### config.mk
export PLATFORM = sky130hd
export DESIGN_NAME = md5_match_collector
export DESIGN_NICKNAME = d
export VERILOG_FILES = /design/src/rtl/md5_pkg.sv /design/src/rtl/md5_match_fifo.sv /design/src/rtl/md5_match_collector.sv
export SDC_FILE = /design/constraint.sdc
export NUM_CORES = 1
export LEC_CHECK = 0
export CELL_PAD_IN_SITES_DETAIL_PLACEMENT = 1
export CELL_PAD_IN_SITES_GLOBAL_PLACEMENT = 1
export CORE_AREA = 2 2 350 352
export CTS_CLUSTER_SIZE = 8
export DETAILED_ROUTE_END_ITERATION = 10
export DIE_AREA = 0 0 352 354
export DONT_BUFFER_PORTS = 1
export PLACE_DENSITY_LB_ADDON = 0.08
export SYNTH_ARGS = -nofsm -noshare
export SYNTH_HDL_FRONTEND = slang
export SYNTH_SLANG_ARGS = --single-unit
### constraint.sdc
create_clock -name clk -period 22.9 [get_ports clk]
set_input_delay 2.29 -clock clk [delete_from_list [all_inputs] [get_ports clk]]
set_output_delay 2.29 -clock clk [all_outputs]
set_load 0.1 [all_outputs]
### src/rtl/md5_pkg.sv
// rtl/md5_pkg.sv - shared MD5 widths, state encoding and block field positions
package md5_pkg;

    localparam int DIGEST_W = 128;
    localparam int BLOCK_W  = 512;
    localparam int MSG_W    = 64;
    localparam int LEN_W    = 7;
    localparam int MAX_LEN  = 64;

    // Candidate message occupies the first 64-bit word; bit length sits in the last word.
    localparam int MSG_MSB  = BLOCK_W - 1;
    localparam int MSG_LSB  = BLOCK_W - MSG_W;
    localparam int LENF_MSB = 63;
    localparam int LENF_LSB = 0;

    localparam logic [31:0] IV_A = 32'h67452301;
    localparam logic [31:0] IV_B = 32'hefcdab89;
    localparam logic [31:0] IV_C = 32'h98badcfe;
    localparam logic [31:0] IV_D = 32'h10325476;

    typedef enum logic [1:0] {
        ST_IDLE  = 2'd0,
        ST_ARMED = 2'd1,
        ST_FOUND = 2'd2
    } state_t;

    typedef struct packed {
        logic [MSG_W-1:0] message;
        logic [LEN_W-1:0] length;
    } match_entry_t;

endpackage

### src/rtl/md5_match_fifo.sv
// rtl/md5_match_fifo.sv - synchronous match FIFO, push accepted when full if popping same cycle
module md5_match_fifo #(
    parameter int DEPTH = 4,
    parameter int WIDTH = 71
) (
    input  logic             clk,
    input  logic             rst,
    input  logic             push,
    input  logic [WIDTH-1:0] push_data,
    input  logic             pop,
    output logic [WIDTH-1:0] head_data,
    output logic             full,
    output logic             empty
);

    localparam int AW = $clog2(DEPTH);

    logic [WIDTH-1:0] mem [DEPTH];
    logic [AW-1:0]    wr_ptr;
    logic [AW-1:0]    rd_ptr;
    logic [AW:0]      count;
    logic             do_push;
    logic             do_pop;

    assign full    = (count == (AW+1)'(DEPTH));
    assign empty   = (count == '0);
    assign do_pop  = pop && !empty;
    assign do_push = push && (!full || do_pop);
    // Head reads as zero when empty so the outputs are clean after reset.
    assign head_data = empty ? '0 : mem[rd_ptr];

    always_ff @(posedge clk) begin
        if (do_push) begin
            mem[wr_ptr] <= push_data;
        end
    end

    always_ff @(posedge clk or posedge rst) begin
        if (rst) begin
            wr_ptr <= '0;
            rd_ptr <= '0;
            count  <= '0;
        end else begin
            if (do_push) begin
                wr_ptr <= wr_ptr + 1'b1;
            end
            if (do_pop) begin
                rd_ptr <= rd_ptr + 1'b1;
            end
            case ({do_push, do_pop})
                2'b10:   count <= count + 1'b1;
                2'b01:   count <= count - 1'b1;
                default: count <= count;
            endcase
        end
    end

endmodule

### src/rtl/md5_match_collector.sv
// rtl/md5_match_collector.sv - compares pipeline digests to a target and queues recovered messages
module md5_match_collector
    import md5_pkg::*;
#(
    parameter int FIFO_DEPTH = 4,
    parameter int CNT_W      = 48
) (
    input  logic                clk,
    input  logic                rst,
    input  logic                target_load,
    input  logic [DIGEST_W-1:0] target_hash,
    input  logic                stop_on_first,
    input  logic                hash_valid,
    input  logic [DIGEST_W-1:0] hash,
    input  logic [BLOCK_W-1:0]  block,
    output logic                out_valid,
    input  logic                out_ready,
    output logic [MSG_W-1:0]    out_message,
    output logic [LEN_W-1:0]    out_length,
    output logic [1:0]          state,
    output logic [CNT_W-1:0]    checked_count,
    output logic [7:0]          match_count,
    output logic                overflow,
    output logic                bad_length
);

    function automatic logic [MSG_W-1:0] recover_message(input logic [MSG_W-1:0] word,
                                                         input logic [LEN_W-1:0] len);
        if (len == '0) begin
            return '0;
        end
        return word >> (LEN_W'(MAX_LEN) - len);
    endfunction

    state_t              state_q, state_d;
    logic [DIGEST_W-1:0] target_q;
    logic                stop_q;

    logic                s1_hit;
    logic                s1_bad;
    logic [LEN_W-1:0]    s1_len;
    logic [MSG_W-1:0]    s1_msg;

    logic [MSG_W-1:0]    len_field;
    logic                blk_bad;
    logic                cmp_en;
    logic                stage2_go;
    logic                fifo_push;
    logic                fifo_pop;
    logic                fifo_full;
    logic                fifo_empty;
    logic                drop;
    match_entry_t        head;
    logic                unused_block_bits;

    assign len_field = block[LENF_MSB:LENF_LSB];
    assign blk_bad   = (len_field > MSG_W'(MAX_LEN));
    assign unused_block_bits = ^block[MSG_LSB-1:LENF_MSB+1];

    // A target_load in the same cycle cancels both the new compare and the one in flight.
    assign cmp_en    = (state_q == ST_ARMED) && hash_valid && !target_load;
    assign stage2_go = s1_hit && (state_q == ST_ARMED) && !target_load;
    assign fifo_pop  = out_valid && out_ready;
    assign fifo_push = stage2_go && !s1_bad && (!fifo_full || fifo_pop);
    assign drop      = stage2_go && !s1_bad && fifo_full && !fifo_pop;

    always_comb begin
        state_d = state_q;
        if (target_load) begin
            state_d = ST_ARMED;
        end else if (stage2_go && stop_q) begin
            state_d = ST_FOUND;
        end
    end

    always_ff @(posedge clk or posedge rst) begin
        if (rst) begin
            state_q       <= ST_IDLE;
            target_q      <= '0;
            stop_q        <= 1'b0;
            checked_count <= '0;
            match_count   <= '0;
            overflow      <= 1'b0;
            bad_length    <= 1'b0;
            s1_hit        <= 1'b0;
            s1_bad        <= 1'b0;
            s1_len        <= '0;
            s1_msg        <= '0;
        end else begin
            state_q <= state_d;
            if (target_load) begin
                target_q      <= target_hash;
                stop_q        <= stop_on_first;
                checked_count <= '0;
                match_count   <= '0;
                overflow      <= 1'b0;
                bad_length    <= 1'b0;
            end else begin
                if ((state_q == ST_ARMED) && hash_valid) begin
                    checked_count <= checked_count + CNT_W'(1);
                end
                if (stage2_go) begin
                    if (match_count != 8'hff) begin
                        match_count <= match_count + 8'd1;
                    end
                    if (s1_bad) begin
                        bad_length <= 1'b1;
                    end
                end
                if (drop) begin
                    overflow <= 1'b1;
                end
            end
            s1_hit <= cmp_en && (hash == target_q);
            s1_bad <= blk_bad;
            s1_len <= len_field[LEN_W-1:0];
            s1_msg <= recover_message(block[MSG_MSB:MSG_LSB], len_field[LEN_W-1:0]);
        end
    end

    md5_match_fifo #(
        .DEPTH (FIFO_DEPTH),
        .WIDTH ($bits(match_entry_t))
    ) u_fifo (
        .clk       (clk),
        .rst       (rst),
        .push      (fifo_push),
        .push_data ({s1_msg, s1_len}),
        .pop       (fifo_pop),
        .head_data (head),
        .full      (fifo_full),
        .empty     (fifo_empty)
    );

    assign out_valid   = !fifo_empty;
    assign out_message = head.message;
    assign out_length  = head.length;
    assign state       = state_q;

endmodule

==> qor.txt <==
Die width - 352 um
PortBufs - 0
Final min period - 6.27 ns
GPL Wtd Cong - 0.775
Initial core utilization - 0.221
Hold Path Class - flip-flop to flip-flop
Post-cts resize count - 0
Largest net degree at the start of global routing - 192
Setup WS post-layout - 16.63 ns
Max incr delay on CP - 0.94 ns
Die H - 354 um
CP Cell Sequence - buf_4 -> buf_4 -> mux4_2 -> and2_1
# DRC - 0
Worst Setup Path Type - flip-flop to output pin
Top-area cell type share of the netlist area - 0.319
Max Root-Sink Buffers - 3
Final Instance Area - 31000 um2
H-tree depth - 3
Vias per inst - 4.57
Num CTS Buffers - 81
Synth Instances - 1936
Setup-failing EPs final - 0
Fin. Hold Viols - 0
Row count - 128
Worst endpoint required time - 20.61 ns
Post-Synthesis Net Count - 2719
Crit-path max FO - 35
Syn-to-layout area delta - 16.2%
Final ANT Viol Nets - 0
Area contributors post-synth - edfxtp_1, dfrtp_1, mux4_2, mux2_2, mux2i_1
Clk slew on worst S/H paths - 0.05 ns
Post-Syn Area - 26700 um2
First-pass GRT wire length - 143000 um
Critical path data arrival time - 3.98 ns
Initial DRT Pass Iterations - 5
Die area - 125000 um2
# IOs - 906
Slowest cell on crit path - and2_1
Post-CTS setup repair buffer count - 0
Outcome - complete, no violations
CTS tree - done
Distinct cells, synth - 74
Slew HR - 0.194
Post-CTS Hold Buffers - 0
Wire per inst - 27.9 um
Latest clock arrival within the worst-skew pair - 0.65 ns
Achievable Freq - 159 MHz
Post-route clock period utilization - 0.274
Cell Pwr Density - 99.9 nW/um2
Initial antenna violation count - 37
Number of synthesized flops with an enable pin - 284
Seq/Total Area, Yosys - 0.571
Vias in the first global route - 18252
Leak Pwr - 11.6 nW
1st-iter DRT viols - 863
Commonest non-fill, non-tap cell in the layout - edfxtp_1
Pwr Total - 3.10 mW
Worst Clk Skew - 0.0358 ns
Ys flop type - edfxtp_1
Clock sink total - 553
Synth area leader - edfxtp_1
Most frequent CP cell - buf_4
FILL cells - 13086
Max cap viols - 0
Total Routing Usage GR - 0.161
Nature of the critical path startpoint - flip-flop
Most frequent cells in the layout - edfxtp_1, dfrtp_1, mux2_2, nor2_1, mux4_2
Fin nets - 2734
Max-slew violation count - 0
CP endpoint kind - output pin
Via count - 16602
Hpwl dp - 74800 um
Share of cells above drive strength 1 - 0.212
Async set-reset flop share out of synthesis - 0.486
Routed wire length - 101000 um
Placed cell areas - 28600 um2
Root buffer cell - clkbuf_16
Max IR drop VDD - 78.9 uV
Synth warn - 0
Least-Margin Pin Slew - 1.22 ns
RSZ-0062 raised after global routing - false
Dpl ws - 16.89 ns
Flops & latches, synth - 553
Core region area - 121000 um2
Syn Area/Cell - 13.8 um2
Total gr overflow - 0
Setup TNS - 0 ns
-- logic make-up after synthesis --
group / count (synthesis) / share of synthesized area
compound gates: 164 / 0.0408
xor+xnor: 191 / 0.0635
mux: 372 / 0.197
buf+inv: 121 / 0.0219
fa+ha+maj: 9 / 0.00450
simple gates: 526 / 0.101
flops: 553 / 0.571
-- stage by stage --
| step | std cells | hold slack (ns) | util |
|---|---|---|---|
| 6_report | 3632 | 0.485 | 0.257 |
| 5_1_grt | 3626 | 0.499 | 0.256 |
| 4_1_cts | 3625 | 0.482 | 0.256 |
| 3_5_place_dp | 3493 | 0.479 | 0.236 |
| 3_3_place_gp | 3493 | 0.461 | 0.236 |
| 2_1_floorplan | 1936 | 0.447 | - |
-- where the power goes --
part / total (mW) / switching, mW / internal [mW]
Sequential: 1.16 / 0.0609 / 1.10
Clock: 1.17 / 0.463 / 0.702
Combinational: 0.778 / 0.564 / 0.213
Total: 3.10 / 1.09 / 2.01
-- path summary, 6_finish.rpt --
path                                  startpoint                 to  slack (ns)  cells after the start
worst max-delay path            u_fifo.rd_ptr[0]     out_message[9]       16.63                      4
worst min-delay path                  s1_msg[21]  u_fifo.mem[2][28]        0.48                      0
worst max register to register          state[0]   u_fifo.mem[3][8]       19.29                      5
worst min register to register        s1_msg[21]  u_fifo.mem[2][28]        0.48                      0
max in group asynchronous                    rst      target_q[113]       19.71                      2
min in group asynchronous                    rst      target_q[112]        1.76                      1
-- worst max-delay path, delay by kind of cell, from the launching register on --
kind,cells,cell delay (ns)
AND/OR/NAND/NOR,1,0.94
buffers and inverters,2,1.39
flip-flops,1,0.55
multiplexers,1,0.36
-- layout make-up --
| class | count | area [um2] | area share |
|---|---|---|---|
| Antenna cell | 7 | 17.5 | 0.000565 |
| Clock buffer | 120 | 2180 | 0.0704 |
| Clock inverter | 12 | 243 | 0.00782 |
| Inverter | 17 | 72.6 | 0.00234 |
| Multi-Input combinational cell | 1262 | 10900 | 0.353 |
| Sequential cell | 553 | 15300 | 0.492 |
| Tap cell | 1625 | 2030 | 0.0655 |
| Timing Repair Buffer | 36 | 270 | 0.00871 |
-- flip-flops by register name (all words and copies together), names as in the netlist --
| name | count |
|---|---|
| u_fifo.mem | 284 |
| target_q | 128 |
| s1_msg | 64 |
| checked_count | 48 |
| match_count | 8 |
| s1_len | 7 |
| u_fifo.count | 3 |
| state | 2 |
| u_fifo.rd_ptr | 2 |
| u_fifo.wr_ptr | 2 |
| bad_length | 1 |
| overflow | 1 |
| s1_bad | 1 |
| s1_hit | 1 |
| stop_q | 1 |
-- cells in the mapped netlist (3+ instances only) --
master / instances
nand2b_1: 4
edfxtp_1: 284
a31oi_1: 8
clkbuf_1: 52
o221ai_1: 3
mux2_2: 157
buf_6: 6
or3_1: 7
buf_2: 26
nand4_1: 42
a21oi_1: 35
mux2_4: 5
a211oi_1: 17
inv_1: 15
buf_4: 14
and3_1: 11
xor2_1: 96
mux2i_1: 91
o21a_1: 4
nand3_1: 34
nand2_1: 99
a21o_1: 3
or2_2: 3
a22oi_1: 5
and2_1: 80
a32oi_1: 5
and4_1: 3
dfrtp_1: 269
mux4_2: 103
mux2_1: 15
o21ai_1: 14
xnor2_1: 92
ha_1: 8
nor3_1: 33
nor2_1: 149
nor2b_1: 4
nor4_1: 35
o21ai_0: 15
buf_1: 6
or4_1: 4
o211ai_1: 29
o31ai_1: 4
o22ai_1: 5
-- metal layers --
layer	share of wire	GRT usage	up-vias
li1	-	-	7267
met1	0.43	0.206	8614
met2	0.46	0.255	569
met3	0.090	0.0635	138
met4	0.019	0.0372	14
met5	0.00091	0	-
Note: power is estimated with default switching activity, not from simulation.
